--- config.mk ---
export PLATFORM = sky130hd
export DESIGN_NAME = fetch_stage
export DESIGN_NICKNAME = d
export VERILOG_FILES = /design/src/rtl/mips8_pkg.sv /design/src/rtl/if_id_reg.sv /design/src/rtl/fetch_stage.sv
export SDC_FILE = /design/constraint.sdc
export NUM_CORES = 1
export LEC_CHECK = 0
export ABC_AREA = 1
export CORE_MARGIN = 5
export CORE_UTILIZATION = 61
export DETAILED_ROUTE_END_ITERATION = 10
export DONT_BUFFER_PORTS = 1
export PLACE_DENSITY = 0.84
export SLEW_MARGIN = 15
export SYNTH_ARGS = -nofsm -noshare
export SYNTH_HDL_FRONTEND = slang
export SYNTH_SLANG_ARGS = --single-unit
--- constraint.sdc ---
create_clock -name clk -period 1.9 [get_ports clk]
set_input_delay 0.475 -clock clk [delete_from_list [all_inputs] [get_ports clk]]
set_output_delay 0.475 -clock clk [all_outputs]
set_load 0.005 [all_outputs]
--- src/rtl/mips8_pkg.sv ---
// Shared MIPS8 definitions: datapath widths, bubble word, HALT encoding,
// fetch FSM states and the opcode field that decode also slices.
package mips8_pkg;

  localparam int ADDR_W  = 8;
  localparam int INSTR_W = 16;

  localparam logic [INSTR_W-1:0] NOP_WORD    = 16'h0000;
  localparam logic [3:0]         HALT_OPCODE = 4'hF;

  localparam int OPCODE_MSB = 15;
  localparam int OPCODE_LSB = 12;
  localparam int OPCODE_W   = OPCODE_MSB - OPCODE_LSB + 1;

  typedef enum logic [1:0] {
    FETCH_BOOT = 2'd0,
    FETCH_RUN  = 2'd1,
    FETCH_HALT = 2'd2
  } fetch_state_e;

  function automatic logic [OPCODE_W-1:0] opcode_of(input logic [INSTR_W-1:0] instr);
    return instr[OPCODE_MSB:OPCODE_LSB];
  endfunction

endpackage

--- src/rtl/if_id_reg.sv ---
// Pipeline register between two stages: instruction, its pc+1 and a valid
// flag. bubble beats hold beats load; with no control asserted it holds.
module if_id_reg #(
  parameter int                 INSTR_W  = 16,
  parameter int                 ADDR_W   = 8,
  parameter logic [INSTR_W-1:0] NOP_WORD = '0
) (
  input  logic               clk,
  input  logic               rst_n,
  input  logic               hold,
  input  logic               bubble,
  input  logic               load,
  input  logic [INSTR_W-1:0] next_instr,
  input  logic [ADDR_W-1:0]  next_pc_plus1,
  output logic [INSTR_W-1:0] instr,
  output logic [ADDR_W-1:0]  pc_plus1,
  output logic               valid
);

  // NOTE: sequential state uses <= so every flop samples pre-edge values.
  always_ff @(posedge clk) begin
    if (!rst_n) begin
      instr    <= NOP_WORD;
      pc_plus1 <= '0;
      valid    <= 1'b0;
    end else if (bubble) begin
      // pc_plus1 is meaningless without valid, so it is left untouched.
      instr <= NOP_WORD;
      valid <= 1'b0;
    end else if (load && !hold) begin
      instr    <= next_instr;
      pc_plus1 <= next_pc_plus1;
      valid    <= 1'b1;
    end
  end

endmodule

--- src/rtl/fetch_stage.sv ---
// MIPS8 instruction fetch: owns the PC, drives the async instruction memory
// and fills IF/ID, handling stall, flush, redirect and the HALT opcode.
module fetch_stage
  import mips8_pkg::*;
#(
  parameter int                 ADDR_W      = mips8_pkg::ADDR_W,
  parameter int                 INSTR_W     = mips8_pkg::INSTR_W,
  parameter logic [ADDR_W-1:0]  RESET_PC    = '0,
  parameter logic [INSTR_W-1:0] NOP_WORD    = mips8_pkg::NOP_WORD,
  parameter logic [3:0]         HALT_OPCODE = mips8_pkg::HALT_OPCODE
) (
  input  logic               clk,
  input  logic               rst_n,
  output logic [ADDR_W-1:0]  imem_addr,
  input  logic [INSTR_W-1:0] imem_data,
  input  logic               stall,
  input  logic               flush,
  input  logic               redirect_valid,
  input  logic [ADDR_W-1:0]  redirect_pc,
  output logic [ADDR_W-1:0]  pc,
  output logic [INSTR_W-1:0] if_instr,
  output logic [ADDR_W-1:0]  if_pc_plus1,
  output logic               if_valid,
  output logic               halted
);

  fetch_state_e      state_q, state_d;
  logic [ADDR_W-1:0] pc_q, pc_d, pc_inc;
  logic              halted_q, halted_d;
  logic              ifid_hold, ifid_bubble, ifid_load;

  assign pc_inc    = pc_q + 1'b1;
  assign pc        = pc_q;
  assign imem_addr = pc_q;
  assign halted    = halted_q;

  // NOTE: every signal driven here gets a default first, so no path can
  // leave one unassigned and infer a latch.
  always_comb begin
    state_d     = state_q;
    pc_d        = pc_q;
    halted_d    = 1'b0;
    ifid_hold   = 1'b0;
    ifid_bubble = 1'b0;
    ifid_load   = 1'b0;
    unique case (state_q)
      FETCH_BOOT: begin
        ifid_bubble = 1'b1;
        state_d     = FETCH_RUN;
      end
      FETCH_RUN: begin
        if (redirect_valid) begin
          pc_d        = redirect_pc;
          ifid_bubble = 1'b1;
        end else if (flush) begin
          ifid_bubble = 1'b1;
          if (!stall) pc_d = pc_inc;
        end else if (stall) begin
          ifid_hold = 1'b1;
        end else begin
          // The HALT word itself is delivered to decode; fetch stops after it.
          ifid_load = 1'b1;
          pc_d      = pc_inc;
          if (opcode_of(imem_data) == HALT_OPCODE) state_d = FETCH_HALT;
        end
      end
      FETCH_HALT: begin
        ifid_bubble = 1'b1;
        if (redirect_valid) begin
          pc_d    = redirect_pc;
          state_d = FETCH_RUN;
        end else begin
          halted_d = 1'b1;
        end
      end
      default: begin
        ifid_bubble = 1'b1;
        state_d     = FETCH_BOOT;
      end
    endcase
  end

  always_ff @(posedge clk) begin
    if (!rst_n) begin
      state_q  <= FETCH_BOOT;
      pc_q     <= RESET_PC;
      halted_q <= 1'b0;
    end else begin
      state_q  <= state_d;
      pc_q     <= pc_d;
      halted_q <= halted_d;
    end
  end

  if_id_reg #(
    .INSTR_W  (INSTR_W),
    .ADDR_W   (ADDR_W),
    .NOP_WORD (NOP_WORD)
  ) u_if_id (
    .clk           (clk),
    .rst_n         (rst_n),
    .hold          (ifid_hold),
    .bubble        (ifid_bubble),
    .load          (ifid_load),
    .next_instr    (imem_data),
    .next_pc_plus1 (pc_inc),
    .instr         (if_instr),
    .pc_plus1      (if_pc_plus1),
    .valid         (if_valid)
  );

endmodule

======== After elaboration in Yosys (flattened, before gate mapping) ========
Cells that the tools add are included.
operators by class
  add/sub/neg operators ................... 1
  multipliers ............................. 0
  div/mod/pow operators ................... 0
  magnitude comparators ................... 0
  equality and inequality tests ........... 9
  shift-type cells ........................ 0
  multiplexer cells ....................... 22
  bitwise gates (word level) .............. 2
  reductions and logical operators ........ 9
operators with widths
  kind                   number
  $mux W8                3
  $pmux W8 S2            1
  $mux W1                12
  $mux W2                5
  $ne A2 B2 Y1 const B   5
  $add A8 B1 Y8 const B  1
  $pmux W2 S3            1
  $reduce_and A5 Y1      1
  $eq A4 B4 Y1 const B   1
  $reduce_and A2 Y1      2
  $ne A3 B3 Y1 const B   1
  $reduce_and A3 Y1      1
  $eq A2 B1 Y1 const B   1
  $eq A2 B2 Y1 const B   1
  $logic_not A2 Y1       1
  $not A1 Y1             2
  $reduce_bool A2 Y1     1
  $reduce_or A2 Y1       1
  $logic_and A1 B1 Y1    1
  $logic_not A1 Y1       1
storage, ports and cells
  register bits after elaboration ......... 36
  latch bits .............................. 0
  RAM bits ................................ 0
  ROM bits ................................ 0
  input bits .............................. 29
  output and inout port bits .............. 42
  logic and storage cells ................. 49
  memories ................................ 0

======== Depth between registers and ports, before layout ========
  depth after elaboration ................. 7
  gate-level depth with buffers ........... 8
  depth with buffers taken out ............ 8

======== Cells and area by module ========
Synthesis repeated with hierarchy kept, for this count alone.
unflattened totals
  cells, all modules ...................... 250
  area, all modules ....................... 1,744.2 µm²
by module, submodules not included
  module       times used  cells each  area each (µm²)  seq. area each (µm²)
  if_id_reg    1           126         977.2            500.5
  fetch_stage  1           124         767.0            220.2

======== Worst setup path after synthesis ========
Ideal clock, no wire load.
  kind .................................... input -> register
  start point ............................. input redirect_valid
  end point ............................... register u_if_id.pc_plus1[7]
  setup time .............................. 0.109 ns
  arrival ................................. 1.133 ns
  setup slack ............................. 0.658 ns
  stages on the path ...................... 7
  buffers on the path ..................... 1
  path through ............................ nor2_1 nand2_4 nor2_8 buf_8 nand2_1 nand2_1 inv_1
on the way
  word-level cells in the longest chain between the ends .. 5
RTL lines
  item                                  line               text
  start, declared                       fetch_stage.sv:18  input logic redirect_valid,
  $mux W1                               fetch_stage.sv:52  if (redirect_valid) begin
  $mux W1                               fetch_stage.sv:46  unique case (state_q)
  $logic_not A1 Y1                      if_id_reg.sv:30    end else if (load && !hold) begin
  $logic_and A1 B1 Y1                   if_id_reg.sv:30
  $reduce_and A2 Y1 (no source line) *  -
  end signal, assigned                  if_id_reg.sv:32    pc_plus1 <= next_pc_plus1;
  end, declared                         if_id_reg.sv:16    output logic [ADDR_W-1:0] pc_plus1,
Every way passes the cells marked *; elsewhere a longest branch is shown, timed or not.
A chain may end at the register's enable or synchronous reset.

======== Final worst setup path ========
  start point ............................. register state_q[0]
  end point ............................... register u_if_id.instr[15]
on the way
  word-level cells in the longest chain between the ends .. 4
RTL lines
  item                    line               text
  start, declared         fetch_stage.sv:27  fetch_state_e state_q, state_d;
  start signal, assigned  fetch_stage.sv:89  state_q <= state_d;
  $eq A2 B1 Y1 *          fetch_stage.sv:46
  $mux W1                 fetch_stage.sv:46
  $logic_not A1 Y1        if_id_reg.sv:30
  $logic_and A1 B1 Y1     if_id_reg.sv:30
  end signal, assigned    if_id_reg.sv:31    instr <= next_instr;
  end, declared           if_id_reg.sv:15    output logic [INSTR_W-1:0] instr,
Marks and branches as above.

==> run_results.csv <==
group,metric,value,unit
pwr,power_density,861.0,mW/mm^2
pwr,total_power,0.001473,W
sta,slew_headroom,77.52,%
worst_setup_path,crit_arrival,1.72,ns
synth,synthTopCellsByArea,"dfxtp_1 43%, nor2_1 11%, nand2_1 11%",
route,post_drt_wl_per_cell,13.56,microns
worst_setup_path,end_kind,"flop",
final_layout,regArea,720.7,sq um
route,dr.pass1.iters,4,
grt,busiest_layer,"met2",
route,drt_iter0_markers,71,
synth,synth-compound-area-share,15.68,%
clock_tree,ctsHtreeMaxLevel,2,
clock_tree,cts_buffers,5,
place,hpwl,2586,microns
worst_setup_path,cp-start-kind,"flop",
grt,grt_max_degree,25,
synth,synthAdderAreaFrac,0.7396,%
grt,overflow,0,
worst_setup_path,worstPathRequired,2.19,ns
route,via_per_inst,5.281,
clock_tree,cts.sinks,36,
worst_setup_path,criticalPathCategory,"flop to flop",
status,status,"finished, final reports clean",
route,dr_total_vias,1389,
synth,syn-num-nets,266,
final_layout,nets,261,
clock_tree,cts-resized-gates,0,
sta,maxSlewViolCount,0,
synth,ys_seq_area_share,42.60,%
grt,grt_pass1_vias,1321,
grt,grt_pass1_wl,5989,microns
synth,synthCells,236,
sta,period_share,75.24,%
min_path,hp-start,"rst_n",
floorplan,die_w,62.66,microns
clock_tree,cts.clk_slew.worst_paths,0.11,ns
synth,synth_top_family_by_area,"simple AND/OR/NAND/NOR gates",
flow_run,max_cap_violations,0,
synth,yosys-top-cells-count,"50 x nor2_1, 49 x nand2_1, 36 x dfxtp_1",
sta,hold_slack,0.2248,ns
synth,ys.warnings.count,0,
grt,grt_util_met3,8.453,%
final_layout,multi_input_comb_area,762.0,sq um
route,drt-total-wl,3565,microns
final_layout,drive_gt1_share,9.914,%
synth,yosys_most_used_dff,"dfxtp_1",
sta,max_slew.worst_pin.slew,0.3372,ns
floorplan,start_util,62.42,%
worst_setup_path,startpoint,"state_q[0]$_SDFFE_PN0P_",
final_layout,antenna_cells,0,
grt,grt_use_total,18.64,%
clock_tree,holdBufCountCts,0,
floorplan,die_area,0.003926,sq mm
grt,antenna_found_initial,0,
place,placed_area,0.001630,sq mm
sta,setup-tns-final,0,ns
sta,setup_slack,0.4704,ns
clock_tree,cts_tree,"done",
sta,rsz0062_at_grt,"false",
synth,synthMuxAreaShare,0,%
synth,synth_edf_count,0,
sta,report.final.hold_viol_count,0,
sta,setup-violations-final,0,
synth,synthSimpleGateAreaFrac,28.11,%
sta,fmax,699.5,MHz
synth,synth_area,0.001692,sq mm
synth,synth_cell_types,25,
synth,yosys.cell_count.top_type,"nor2_1",
place,place.gp.congestion,0.8643,
pwr,ir_worst_vdd,786.7,uV
synth,ys_async_sr_fraction,0,%
sta,period_minus_slack,1.430,ns
clock_tree,clock_latency,0.35,ns
synth,ys_seq_elements,36,
sta,skew,0.003939,ns
clock_tree,root_buffer,"clkbuf_4",
worst_setup_path,timing.rr.start,"state_q[0]$_SDFFE_PN0P_",
floorplan,row_count,19,
min_path,hold_class,"input port to flop",
floorplan,die_h,62.66,microns
final_layout,n_fill_cell,259,
grt,grt_use_met1,21.44,%
clock_tree,postCtsSetupBuffers,0,
synth,synth_top_area_share,42.60,%
grt,grt_util_met2,29.66,%
place,io_buffers,0,
clock_tree,cts_buffer_depth,2,
final_layout,fin_area,0.001710,sq mm
route,drtAntennaViolNets,0,
pwr,leakagePower,0.7295,nW
final_layout,area_growth,1.109,%
synth,yosysTopAreaCell,"dfxtp_1",
worst_setup_path,cp_max_fo,24,
place,dp_slack,0.3765,ns
synth,syn_area_per_cell,7.168,sq um
synth,synth_xor_area_share,0.5178,%
route,route.detailed.drc,0,
floorplan,core_area,0.002710,sq mm
floorplan,ioPinCount,71,
## sequential cells by signal (all words and copies together) (netlist names)
signal	flops
halted	1
imem_addr	8
state_q	2
u_if_id.instr	16
u_if_id.pc_plus1	8
u_if_id.valid	1
## cell type report
cell class / instances / share of cell area, %
flip-flops and latches: 36 / 42.14
multi-input cells: 163 / 44.55
well taps: 31 / 2.268
repair buffers: 4 / 1.756
inverters: 21 / 4.609
clock buffers: 5 / 2.195
clock inverters: 3 / 2.487
## routing by layer
layer / wire length (microns) / share of wire, %
met1: 1482 / 42
met2: 1634 / 46
met3: 393 / 11
met4: 54 / 1.5
met5: 0 / 0
## worst max-delay path: stages, from the launching register on
cell	delay (ns)
dfxtp_1	0.40
inv_2	0.07
nor2_4	0.11
nand2_4	0.09
nor2_8	0.29
buf_4	0.25
nor2_1	0.06
nor2_1	0.10
## cell families after synthesis
| group | count (synthesis) |
|---|---|
| xor gates and xnor gates | 1 |
| AOI/OAI and AO/OA | 48 |
| buffers and inverters | 37 |
| and+or+nand+nor | 113 |
| DFF | 36 |
| adders and majority gates | 1 |
## worst paths after layout
| kind | to | slack [ns] | cells past startpoint |
|---|---|---|---|
| max | u_if_id.instr[15]$_SDFFE_PP0P_ | 0.47 | 7 |
| min | u_if_id.pc_plus1[0]$_SDFFE_PN0P_ | 0.22 | 2 |
| max reg2reg | u_if_id.instr[15]$_SDFFE_PP0P_ | 0.47 | 7 |
| min reg2reg | u_if_id.instr[5]$_SDFFE_PP0P_ | 0.52 | 2 |
## power by group
| group | internal [W] | leakage (nW) | switching [W] |
|---|---|---|---|
| Combinational | 0.0000447 | 0.396 | 0.0000792 |
| Clock | 0.000274 | 0.0412 | 0.000268 |
| Sequential | 0.000776 | 0.293 | 0.0000300 |
| Total | 0.00110 | 0.730 | 0.000377 |
## stage by stage
stage / std cells / util [%]
after floorplan: 236 / -
after global placement: 255 / 60.16
after detailed placement: 255 / 60.16
after CTS: 263 / 63.11
after global routing: 263 / 63.11
final: 263 / 63.11
## layout by cell type (no fill, tap or decap)
cell        netlist  layout
a21oi_1          15      15
o211ai_1          1       1
clkinv_2          0       1
clkbuf_4          0       5
bufinv_16         0       1
o21ai_1           6       6
nand2_4           1       1
inv_2             2       2
nor2_1           50      50
o21ai_2           2       2
ha_1              1       1
dfxtp_1          36      36
nand3_1           8       8
a21oi_2           3       3
xor2_1            1       1
buf_4             9       4
inv_1            19      19
o21ai_0          19      19
nand2_1          49      49
clkinvlp_4        0       1
nor3_1            2       2
nor2_4            2       2
o22ai_1           1       1
nor2_8            1       1
o21a_1            1       1
Note: power is estimated with default switching activity, not from simulation.
